File: src/rtl/instr_fetch_queue.sv
// Fetch stage: owns the fetch PC, issues one-outstanding I-mem requests, buffers
// returned words (tagged PC+4) in a prefetch FIFO. Optional counters: FETCH_PERF_CNT_EN.
module instr_fetch_queue #(
    parameter int unsigned DEPTH    = 4,
    parameter logic [31:0] RESET_PC = 32'h0000_0000
) (
    input  logic        Clk,
    input  logic        Rst_n,
    input  logic        Stall,
    input  logic        Redirect,
    input  logic [31:0] RedirectPC,
    output logic        IMemReq,
    output logic [31:0] IMemAddr,
    input  logic        IMemAck,
    input  logic [31:0] IMemData,
    output logic [31:0] InstructionOUT,
    output logic [31:0] PCResultOUT,
    output logic        InstrValid,
    output logic        FlushIFID
`ifdef FETCH_PERF_CNT_EN
    ,
    output logic [31:0] FetchCount,
    output logic [31:0] BubbleCount
`endif
);

    localparam int unsigned PW = $clog2(DEPTH);
    localparam int unsigned CW = PW + 1;
    localparam logic [CW-1:0] DEPTH_C = CW'(DEPTH);

    // Handshake: a request is presented while IMemReq=1 with IMemAddr held stable;
    // it completes in the cycle IMemAck=1, and IMemData is sampled that same edge.
    typedef enum logic [1:0] {
        ST_IDLE    = 2'd0,
        ST_WAIT    = 2'd1,
        ST_DISCARD = 2'd2
    } state_e;

    state_e        state_q, state_d;
    logic [31:0]   fetch_pc_q, fetch_pc_d;
    logic [31:0]   addr_q, addr_d;
    logic [PW-1:0] wr_ptr_q, wr_ptr_d;
    logic [PW-1:0] rd_ptr_q, rd_ptr_d;
    logic [CW-1:0] count_q, count_d;
    logic [CW-1:0] count_after_pop;
    logic [31:0]   instr_mem_q [DEPTH];
    logic [31:0]   pc_mem_q    [DEPTH];
    logic          head_valid;
    logic          pop;
    logic          push;
    logic          issue;
    logic          unused_rpc_lsbs;

    assign unused_rpc_lsbs = ^RedirectPC[1:0];

    always_comb begin
        head_valid      = (count_q != '0);
        pop             = head_valid && !Stall && !Redirect;
        count_after_pop = count_q - CW'(pop);
        push            = (state_q == ST_WAIT) && IMemAck && !Redirect;
        issue           = 1'b0;
        state_d         = state_q;

        case (state_q)
            ST_IDLE: begin
                if (!Redirect && (count_after_pop < DEPTH_C)) begin
                    issue   = 1'b1;
                    state_d = ST_WAIT;
                end
            end
            ST_WAIT: begin
                if (Redirect) begin
                    state_d = IMemAck ? ST_IDLE : ST_DISCARD;
                end else if (IMemAck) begin
                    // Credit counts the entry being pushed this edge.
                    if ((count_after_pop + CW'(1)) < DEPTH_C) begin
                        issue = 1'b1;
                    end else begin
                        state_d = ST_IDLE;
                    end
                end
            end
            ST_DISCARD: begin
                if (IMemAck) begin
                    state_d = ST_IDLE;
                end
            end
            default: state_d = ST_IDLE;
        endcase
    end

    always_comb begin
        count_d    = count_after_pop + CW'(push);
        wr_ptr_d   = wr_ptr_q + PW'(push);
        rd_ptr_d   = rd_ptr_q + PW'(pop);
        fetch_pc_d = fetch_pc_q;
        addr_d     = addr_q;

        if (issue) begin
            addr_d     = fetch_pc_q;
            fetch_pc_d = fetch_pc_q + 32'd4;
        end

        if (Redirect) begin
            count_d    = '0;
            wr_ptr_d   = '0;
            rd_ptr_d   = '0;
            fetch_pc_d = {RedirectPC[31:2], 2'b00};
        end
    end

    always_ff @(posedge Clk or negedge Rst_n) begin
        if (!Rst_n) begin
            state_q    <= ST_IDLE;
            fetch_pc_q <= RESET_PC;
            addr_q     <= '0;
            wr_ptr_q   <= '0;
            rd_ptr_q   <= '0;
            count_q    <= '0;
        end else begin
            state_q    <= state_d;
            fetch_pc_q <= fetch_pc_d;
            addr_q     <= addr_d;
            wr_ptr_q   <= wr_ptr_d;
            rd_ptr_q   <= rd_ptr_d;
            count_q    <= count_d;
        end
    end

    // Storage needs no reset: entries are only visible while count is non-zero.
    always_ff @(posedge Clk) begin
        if (push) begin
            instr_mem_q[wr_ptr_q] <= IMemData;
            pc_mem_q[wr_ptr_q]    <= addr_q + 32'd4;
        end
    end

    assign IMemReq        = (state_q != ST_IDLE);
    assign IMemAddr       = addr_q;
    assign InstrValid     = head_valid;
    assign InstructionOUT = head_valid ? instr_mem_q[rd_ptr_q] : 32'h0000_0000;
    assign PCResultOUT    = head_valid ? pc_mem_q[rd_ptr_q]    : 32'h0000_0000;
    assign FlushIFID      = Redirect;

`ifdef FETCH_PERF_CNT_EN
    logic [31:0] fetch_cnt_q, fetch_cnt_d;
    logic [31:0] bubble_cnt_q, bubble_cnt_d;

    always_comb begin
        fetch_cnt_d  = fetch_cnt_q + (push ? 32'd1 : 32'd0);
        bubble_cnt_d = bubble_cnt_q + ((!head_valid && !Stall) ? 32'd1 : 32'd0);
    end

    always_ff @(posedge Clk or negedge Rst_n) begin
        if (!Rst_n) begin
            fetch_cnt_q  <= '0;
            bubble_cnt_q <= '0;
        end else begin
            fetch_cnt_q  <= fetch_cnt_d;
            bubble_cnt_q <= bubble_cnt_d;
        end
    end

    assign FetchCount  = fetch_cnt_q;
    assign BubbleCount = bubble_cnt_q;
`endif

endmodule

File: config.mk
export PLATFORM = sky130hd
export DESIGN_NAME = instr_fetch_queue
export DESIGN_NICKNAME = d
export VERILOG_FILES = /design/src/rtl/instr_fetch_queue.sv
export SDC_FILE = /design/constraint.sdc
export NUM_CORES = 1
export LEC_CHECK = 0
export BUFFER_PORTS_ARGS = -buffer_cell sky130_fd_sc_hd__buf_2
export CAP_MARGIN = 20
export CORE_MARGIN = 2
export CORE_UTILIZATION = 55
export CTS_CLUSTER_SIZE = 24
export DETAILED_ROUTE_END_ITERATION = 10
export PLACE_DENSITY_LB_ADDON = 0.3
export RECOVER_POWER = 25
export SLEW_MARGIN = 30
export SYNTH_ARGS = -nofsm -noshare
export SYNTH_HDL_FRONTEND = slang
export SYNTH_SLANG_ARGS = --single-unit
export TNS_END_PERCENT = 20
File: constraint.sdc
create_clock -name Clk -period 8.1 [get_ports Clk]
set_input_delay 0.81 -clock Clk [delete_from_list [all_inputs] [get_ports Clk]]
set_output_delay 0.81 -clock Clk [all_outputs]
set_load 0.02 [all_outputs]
==> run_results.csv <==
group,metric,value,unit
synth,synth-edff-count,248,
clocking,cts.sink_count,317,
pwr,power.density_cell_area,287,nW/um^2
clocking,cts_tree,"yes",
route,wl_per_cell,19.4,um
clocking,htree_levels,2,
timing,clock.fmax,240,MHz
route,vias,7342,
setup_path,cp_num_cells,2,
pwr,power_leakage,5.51,nW
synth,ys_seq_elements,317,
route,dr.pass1.iters,5,
clocking,hold_buffers,0,
final_layout,syn2layout_area_growth,16.6,%
timing,setup_viol,0,
setup_path,r2r-start,"count_q[2]",
setup_path,r2r_setup_slack,4050,ps
route,first_iter_violations,507,
setup_path,crit_type,"in2async",
setup_path,crit_slowest_cell,"clkbuf_1",
clocking,post_cts_buffers,0,
grt,grt_max_degree,70,
timing,finalMaxSlewViolations,70,
status,failed_checks,"capacitance limit, slew limit",
timing,hold_viol_final,0,
setup_path,cp_data_arrival_time,3450,ps
place,routabilityCongestion,0.842,
setup_path,path_buf_inv,2,
final_layout,drive_gt1_frac,0.297,
synth,synthXorXnorAreaFrac,0.0363,
timing,max_slew_margin,-1.41,
clocking,clockRootBuffer,"clkbuf_16",
timing,hold_slack,509,ps
timing,fin_skew,16.2,ps
synth,ys_top_cells_by_count,"248 x edfxtp_1, 69 x dfrtp_1, 68 x nor2b_1",
final_layout,nFillCells,1680,
setup_path,crit_required,7380,ps
synth,yosys_warnings,0,
floorplanning,core_area,23600,um^2
grt,grt_pass1_vias,7396,
synth,synthFlopType,"edfxtp_1",
setup_path,critPathCaptureType,"async pin",
setup_path,cp_max_fo,69,
setup_path,cpPeakStageDelay,2530,ps
timing,timing.final.crit_period,4170,ps
timing,setup_slack,3930,ps
setup_path,start_kind,"primary input",
floorplanning,die-area,25400,um^2
place,hpwl,15500,um
setup_path,worstSetupEndpoint,"rd_ptr_q[0]",
route,postRouteAntennaNets,0,
grt,grt_pass1_wl,40900,um
synth,syn_area,13300,um^2
synth,synth_area_leaders,"edfxtp_1 56%, dfrtp_1 13%, mux4_2 11%",
floorplanning,row_count,56,
final_layout,final_core_util,0.656,
timing,fin_crit_sh,0.515,
synth,synth_top_family_by_area,"multiplexers",
floorplanning,die_h,159,um
final_layout,multi_input_area,3940,um^2
grt,grt_overflow_total,0,
hold_path,hp-class,"in2reg",
place,numPortBuffers,161,
synth,synthAdderAreaFrac,0.00753,
pwr,total_power,0.00445,W
synth,synth_top_area_share,0.560,
timing,rsz0062_at_grt,"no",
clocking,clkLatencyLatePin,500,ps
synth,yosysMostFrequentCell,"edfxtp_1",
place,post-place-ws,3740,ps
synth,synthDistinctLibCells,47,
route,drcViolationCount,0,
synth,avgSynthCellArea,16.8,um^2
synth,synth_compound_area_frac,0.0219,
clocking,clkSlewWorstSetupHoldPaths,60,ps
synth,synth_simple_gate_area_share,0.0914,
setup_path,crit_chain,"buf_2, clkbuf_1",
synth,syn_inst,790,
setup_path,r2r-end,"IMemAddr[7]",
timing,worstMarginPinSlew,3610,ps
final_layout,regArea,9180,um^2
floorplanning,fp.dieW,159,um
clocking,cts_made_buffers,34,
grt,grt.total_usage,0.205,
setup_path,cp_top_family,"buffers and inverters",
synth,yosysTopAreaCell,"edfxtp_1",
grt,antenna_found_initial,0,
job,max-cap-violations,1,
clocking,cts-resized-gates,0,
final_layout,final_nets,1040,
setup_path,crit_start,"Rst_n",
floorplanning,ioPinCount,168,
setup_path,rr_worst_depth,11,
clocking,clock_path_buffers,3,
final_layout,n_antenna_cell,0,
synth,async_reset_ff_frac,0.218,
synth,synth.mux.area_fraction,0.136,
timing,setup_tns,0,ps
status,status,"complete, but fails checks",
route,wirelength,25400,um
route,vias_per_cell,5.62,
synth,ys_seq_area_frac,0.690,
floorplanning,initial_core_util,0.563,
pwr,ir_worst_vdd,0.000178,V
==> per-stage QoR <==
step / std cells / instance area [um^2]
after floorplan: 793 / 13300
after global placement: 1245 / 14400
after detailed placement: 1245 / 14400
after CTS: 1305 / 15500
after global routing: 1306 / 15500
final: 1306 / 15500
==> worst register-to-register path: cells and delay by family (launching register included) <==
family	cells	cell delay [ps]
compound gates	1	520
mux	1	390
buf+inv	2	1000
flops	1	420
simple gates	5	1050
fa+ha+maj	2	540
==> state kept, by name, indices dropped and copies added (netlist names) <==
| name | flops |
|---|---|
| instr_mem_q | 128 |
| wr_ptr_q | 2 |
| fetch_pc_q | 30 |
| rd_ptr_q | 2 |
| pc_mem_q | 120 |
| state_q | 2 |
| IMemAddr | 30 |
| count_q | 3 |
==> metal layers <==
layer	track usage	vias to the layer above	wire length [um]
li1	-	3370	-
met1	0.296	3698	11300
met2	0.332	236	12400
met3	0.0336	38	1250
met4	0.0521	0	495
met5	0	-	0
==> worst min-delay path by stage <==
stage / startpoint / end / slack [ps] / cells after the start
after floorplan: fetch_pc_q[31] / IMemAddr[31] / 490 / 1
final: IMemAck / state_q[1] / 510 / 2
after global placement: fetch_pc_q[31] / IMemAddr[31] / 510 / 1
after detailed placement: fetch_pc_q[31] / IMemAddr[31] / 530 / 1
after global routing: IMemAck / state_q[1] / 500 / 2
after CTS: IMemAck / state_q[1] / 480 / 2
==> power by group <==
part	internal (W)	switching [W]	total (W)
registers	0.00195	0.000149	0.00209
clock network	0.000927	0.000588	0.00152
logic	0.000318	0.000517	0.000835
total	0.00319	0.00125	0.00445
==> cell type report <==
class                      count  area share
clock buffer                  48      0.0624
clock inverter                12     0.00864
inverter                      11     0.00266
multi-input combinational    427       0.254
sequential                   317       0.592
tap                          319      0.0258
timing repair buffer         172      0.0543
==> cells by family after synthesis <==
kind of cell               Yosys count
DFF                                317
and+or+nand+nor                    215
muxes                               98
xor gates and xnor gates            55
buffers and inverters               49
AOI/OAI and AO/OA                   47
adders and majority gates            8
other                                1
==> layout by cell type (no fill, tap or decap), types with 3 or more instances in the layout <==
cell       synthesis  final
mux4_2            62     62
conb_1             1      4
nor2_1            24     22
nand4_1           15     15
inv_1             10     10
xor2_1            27     27
clkinv_1           1      7
and3_1            13     12
or3_1              6      6
o21ai_0           28     28
a31oi_1            6      6
dfrtp_1           69     67
nand2_1           41     41
mux2_2            30     30
bufinv_16          0      3
clkbuf_16          0     37
nor3_1             5      3
o211ai_1           4      4
buf_2              9    130
nor4_1             3      3
mux2_1             4      4
clkbuf_1          23     44
nor2b_1           68     68
o2111ai_1          6      6
and3_2             2      3
buf_4              5      9
ha_1               8      8
edfxtp_1         248    248
nand3_1           21     21
xnor2_1           28     28
and2_1             4      4
(Power assumes the default switching activity.)
